[src/rtl/divider_16by8.sv]
// Sequential unsigned 16/8 restoring divider, one quotient bit per clock.
// Optional macro DIV_ZERO_DETECT_EN: a zero divisor bypasses iteration and raises div_by_zero.
module divider_16by8 (
    input  logic        clk,
    input  logic        reset_n,
    input  logic        start,
    input  logic [15:0] dividend,
    input  logic [7:0]  divisor,
    output logic        busy,
    output logic        done,
    output logic [15:0] quotient,
    output logic [7:0]  remainder,
    output logic        div_by_zero
);

    typedef enum logic [1:0] {IDLE, CALC, DONE} state_t;

    state_t      state, state_nxt;
    logic [15:0] dvd_p0;
    logic [7:0]  dvs_p0;
    logic [7:0]  rem_p0;
    logic [4:0]  cnt;
    logic        qbit;
    logic [7:0]  rem_step;
    logic        accept;
    logic        zero_skip;
    logic        last_iter;

    // One restoring step on the 9-bit partial remainder; only its low byte survives,
    // since after a subtract (or with a zero divisor) bit 8 never feeds the next step.
    function automatic logic [8:0] restore_step(input logic [7:0] r, input logic in_bit,
                                                input logic [7:0] d);
        logic [8:0] sh;
        logic [8:0] diff;
        sh   = {r, in_bit};
        diff = sh - {1'b0, d};
        if (sh >= {1'b0, d})
            return {1'b1, diff[7:0]};
        else
            return {1'b0, sh[7:0]};
    endfunction

    assign {qbit, rem_step} = restore_step(rem_p0, dvd_p0[15], dvs_p0);
    assign accept    = start && (state != CALC);
    assign last_iter = (cnt == 5'd15);

`ifdef DIV_ZERO_DETECT_EN
    assign zero_skip = accept && (divisor == 8'h00);
`else
    assign zero_skip = 1'b0;
`endif

    always_ff @(posedge clk or negedge reset_n) begin
        if (!reset_n)
            state <= IDLE;
        else
            state <= state_nxt;
    end

    always_comb begin
        state_nxt = state;
        case (state)
            IDLE, DONE: begin
                if (accept)
                    state_nxt = zero_skip ? DONE : CALC;
                else
                    state_nxt = IDLE;
            end
            CALC:    state_nxt = last_iter ? DONE : CALC;
            default: state_nxt = IDLE;
        endcase
    end

    always_comb begin
        busy = (state == CALC);
        done = (state == DONE);
    end

    // Iteration datapath: quotient bits shift into the vacated dividend positions.
    always_ff @(posedge clk) begin
        if (accept) begin
            dvd_p0 <= dividend;
            dvs_p0 <= divisor;
            rem_p0 <= 8'h00;
        end else if (state == CALC) begin
            dvd_p0 <= {dvd_p0[14:0], qbit};
            rem_p0 <= rem_step;
        end
    end

    always_ff @(posedge clk or negedge reset_n) begin
        if (!reset_n)
            cnt <= 5'd0;
        else if (accept)
            cnt <= 5'd0;
        else if (state == CALC)
            cnt <= cnt + 5'd1;
    end

    always_ff @(posedge clk or negedge reset_n) begin
        if (!reset_n) begin
            quotient  <= 16'h0000;
            remainder <= 8'h00;
        end else if (zero_skip) begin
            quotient  <= 16'hFFFF;
            remainder <= dividend[7:0];
        end else if (state == CALC && last_iter) begin
            quotient  <= {dvd_p0[14:0], qbit};
            remainder <= rem_step;
        end
    end

`ifdef DIV_ZERO_DETECT_EN
    always_ff @(posedge clk or negedge reset_n) begin
        if (!reset_n)
            div_by_zero <= 1'b0;
        else if (zero_skip)
            div_by_zero <= 1'b1;
        else if (state == CALC && last_iter)
            div_by_zero <= 1'b0;
    end
`else
    assign div_by_zero = 1'b0;
`endif

endmodule

[config.mk]
export PLATFORM = sky130hd
export DESIGN_NAME = divider_16by8
export DESIGN_NICKNAME = d
export VERILOG_FILES = /design/src/rtl/divider_16by8.sv
export SDC_FILE = /design/constraint.sdc
export NUM_CORES = 1
export LEC_CHECK = 0
export ABC_CLOCK_PERIOD_IN_PS = 2940
export CORE_UTILIZATION = 50
export CTS_BUF_LIST = sky130_fd_sc_hd__clkbuf_8
export CTS_CLUSTER_DIAMETER = 80
export CTS_CLUSTER_SIZE = 25
export DETAILED_ROUTE_END_ITERATION = 16
export PLACE_DENSITY = 0.77
export RECOVER_POWER = 50
export REMOVE_ABC_BUFFERS = 1
export SYNTH_ARGS = -nofsm -noshare
export SYNTH_HDL_FRONTEND = slang
export SYNTH_SLANG_ARGS = --single-unit
export TNS_END_PERCENT = 10
[constraint.sdc]
create_clock -name clk -period 2.94 [get_ports clk]
set_clock_uncertainty 0.1 [all_clocks]
set_input_delay 0.588 -clock clk [delete_from_list [all_inputs] [get_ports clk]]
set_output_delay 0.588 -clock clk [all_outputs]
set_load 0.05 [all_outputs]
==> metrics <==
status finished with violations; violated checks max-capacitance violations, max-slew violations; Max-Cap Viols 1; CTS tree yes; Core Util, Final 67.1%; # DRC 0; Seq/Total Area, Yosys 56.3%; via count of the first global-routing pass 2304; core box area 5570 sq um; crit-path cells nand2b_1 > inv_1 > clkbuf_1 > nor2_1 > clkbuf_1 > inv_1 > clkbuf_1; Avg Cell Area, Syn 10.6 sq um; f_max 391 MHz; Setup WS post-layout 0.381 ns; Root Buffer clkbuf_8; antenna violations before repair 0; Final ANT Viol Nets 0; slowest cell delay on critical path 0.49 ns; Die Y-Extent 78.7 um; DR vias 2296; die area 6200 sq um; global-route wire length before repair 10800 um; Hold-fix buffers, CTS 0; final-report setup violation count 0; DP HPWL 4360 um; Critical path buffers and inverters 5; Post-Syn Instances 279; Worst Path Required 2.81 ns; Slew @ Worst Pin 1.69 ns; Top delay family on crit path buffers and inverters; top-count cell post-synth nand2_1; layout cells sized above 1 10.7%; critical path endpoint category flip-flop; startpoint types flip-flop; Top Ports 54; CTS clock-pin slew for the worst setup and hold paths 0.07 ns; CTS Sinks 63; ANT cells 0; Clock Latency Late Sink 0.34 ns; ys async rst share 49.2%; num rows 27; most common library cells after synthesis 58 x nand2_1, 31 x dfrtp_1, 24 x edfxtp_1; part of the cycle the worst path needs 87.0%; CTS buffer count 9; maximum VDD drop 0.835 mV; initial DRC count 148; Crit path top cell by count clkbuf_1; die width 78.7 um; number of port buffers 52; #FFs+latches synth 63; Slew Limit Fails 32; nets@finish 379; synth top area cells dfrtp_1 26%, edfxtp_1 24%, nand2_1 7.4%, mux2_2 5.7%, dfxtp_1 5.4%; Worst Path Max Fanout 12; Final Wtd Congestion 0.848; PwrDens 1280 nW/um^2; synth unique cells 45; Leakage 1.61 nW; Post-CTS Setup Repair Bufs 0; layout filler cell count 437; min Tclk post-route 2.56 ns; CP max-delay cell clkbuf_1; routed wire length 6350 um; DR vias/cell 5.51; CTS-repair resized insts 0; Slew HR -12.4%; GRT overflow 0; critical path class reg2reg; largest net degree at the start of global routing 32; post-synth top area share 26.3%; Post-synth EDFFs 24; Hold Vio Cnt, Final 0; dominant synthesized flop cell dfrtp_1; Wirelength per Cell 15.2 um; Final TNS setup 0 ns; Cell Area, Synth 2940 sq um; pre-CTS WS 0.616 ns; Arr. time, crit path 2.43 ns; Hold/Removal Path Class reg2reg; area grow syn2layout 27.0%; overall routing resource usage 23.3%; synth warn 0; htree depth 3; Starting Density 52.8%; buffer levels on the longest clock path 2; largest area contributor in the netlist dfrtp_1; Pre-antenna DRT Iters 4; unrepaired setup endpoints after global routing no
placed cells by master, fill, tap and decap left out, types with 3 or more instances in the layout:
cell	count
and2_1	6
buf_4	5
o21ai_0	16
edfxtp_1	24
clkinv_2	3
a31o_2	3
a21oi_1	10
dlygate4sd3_1	10
clkbuf_8	9
ha_1	10
clkdlybuf4s50_1	42
o31ai_1	4
or3_1	4
a31oi_1	6
dfxtp_1	8
a32o_1	3
nand3_1	4
clkbuf_1	6
mux2_2	15
nor2_1	12
nand2b_1	3
inv_1	17
nand2_1	58
dfrtp_1	31
nor3_1	5
report_power, final:
part	internal (mW)	switching, mW
logic	0.946	1.49
registers	1.38	0.253
clock network	0.376	0.325
cell type report:
| class | instances | area [sq um] | share of cell area, % |
|---|---|---|---|
| multi-input cells | 187 | 1170 | 31.3 |
| well taps | 72 | 90.1 | 2.41 |
| clock inverters | 6 | 52.6 | 1.41 |
| clock buffers | 9 | 124 | 3.31 |
| flip-flops and latches | 63 | 1660 | 44.3 |
| repair buffers | 63 | 581 | 15.5 |
| inverters | 17 | 63.8 | 1.71 |
registers in the layout (all words and copies together) (netlist names):
name,flops
dvd_p0,16
quotient,16
dvs_p0,8
rem_p0,8
remainder,8
cnt,5
state,2
final timing paths:
check	from	slack, ns	endpoint	cells after the start
worst min-delay path	dvd_p0[5]	0.37	quotient[6]	2
worst max-delay path	state[1]	0.38	dvd_p0[12]	7
min in group asynchronous	reset_n	1.12	quotient[10]	2
worst max register to register	state[1]	0.38	dvd_p0[12]	7
max in group asynchronous	reset_n	0.64	remainder[1]	2
worst min register to register	dvd_p0[5]	0.37	quotient[6]	2
metal layers:
| metal | track usage [%] | part of all wire (%) |
|---|---|---|
| met1 | 31.9 | 46 |
| met2 | 35.0 | 46 |
| met3 | 5.29 | 5.9 |
| met4 | 11.5 | 2.2 |
| met5 | 0 | 0 |
logic make-up after synthesis:
logic type,synth area share [%]
other,0.127
AO/OA/AOI/OAI,13.5
multiplexers,6.08
XOR/XNOR,0.595
AND/OR/NAND/NOR,14.6
flip-flops,56.3
adder cells (fa/ha/maj),4.93
buffers and inverters,3.91
tightest hold or removal path: stages (launching register included):
cell      delay [ns]
edfxtp_1        0.34
nand2_1         0.05
nand2_1         0.05
stage by stage:
step / hold WS (ns) / area [sq um] / power [mW] / instances
5_1_grt: 0.394 / 3740 / 5.07 / 417
4_1_cts: 0.369 / 3760 / 4.79 / 417
2_1_floorplan: 0.192 / 2890 / 3.29 / 267
3_5_place_dp: 0.356 / 3590 / 4.07 / 402
6_report: 0.365 / 3740 / 4.77 / 417
3_3_place_gp: 0.344 / 3590 / 4.01 / 402
Power figures use the tool's default switching activity.
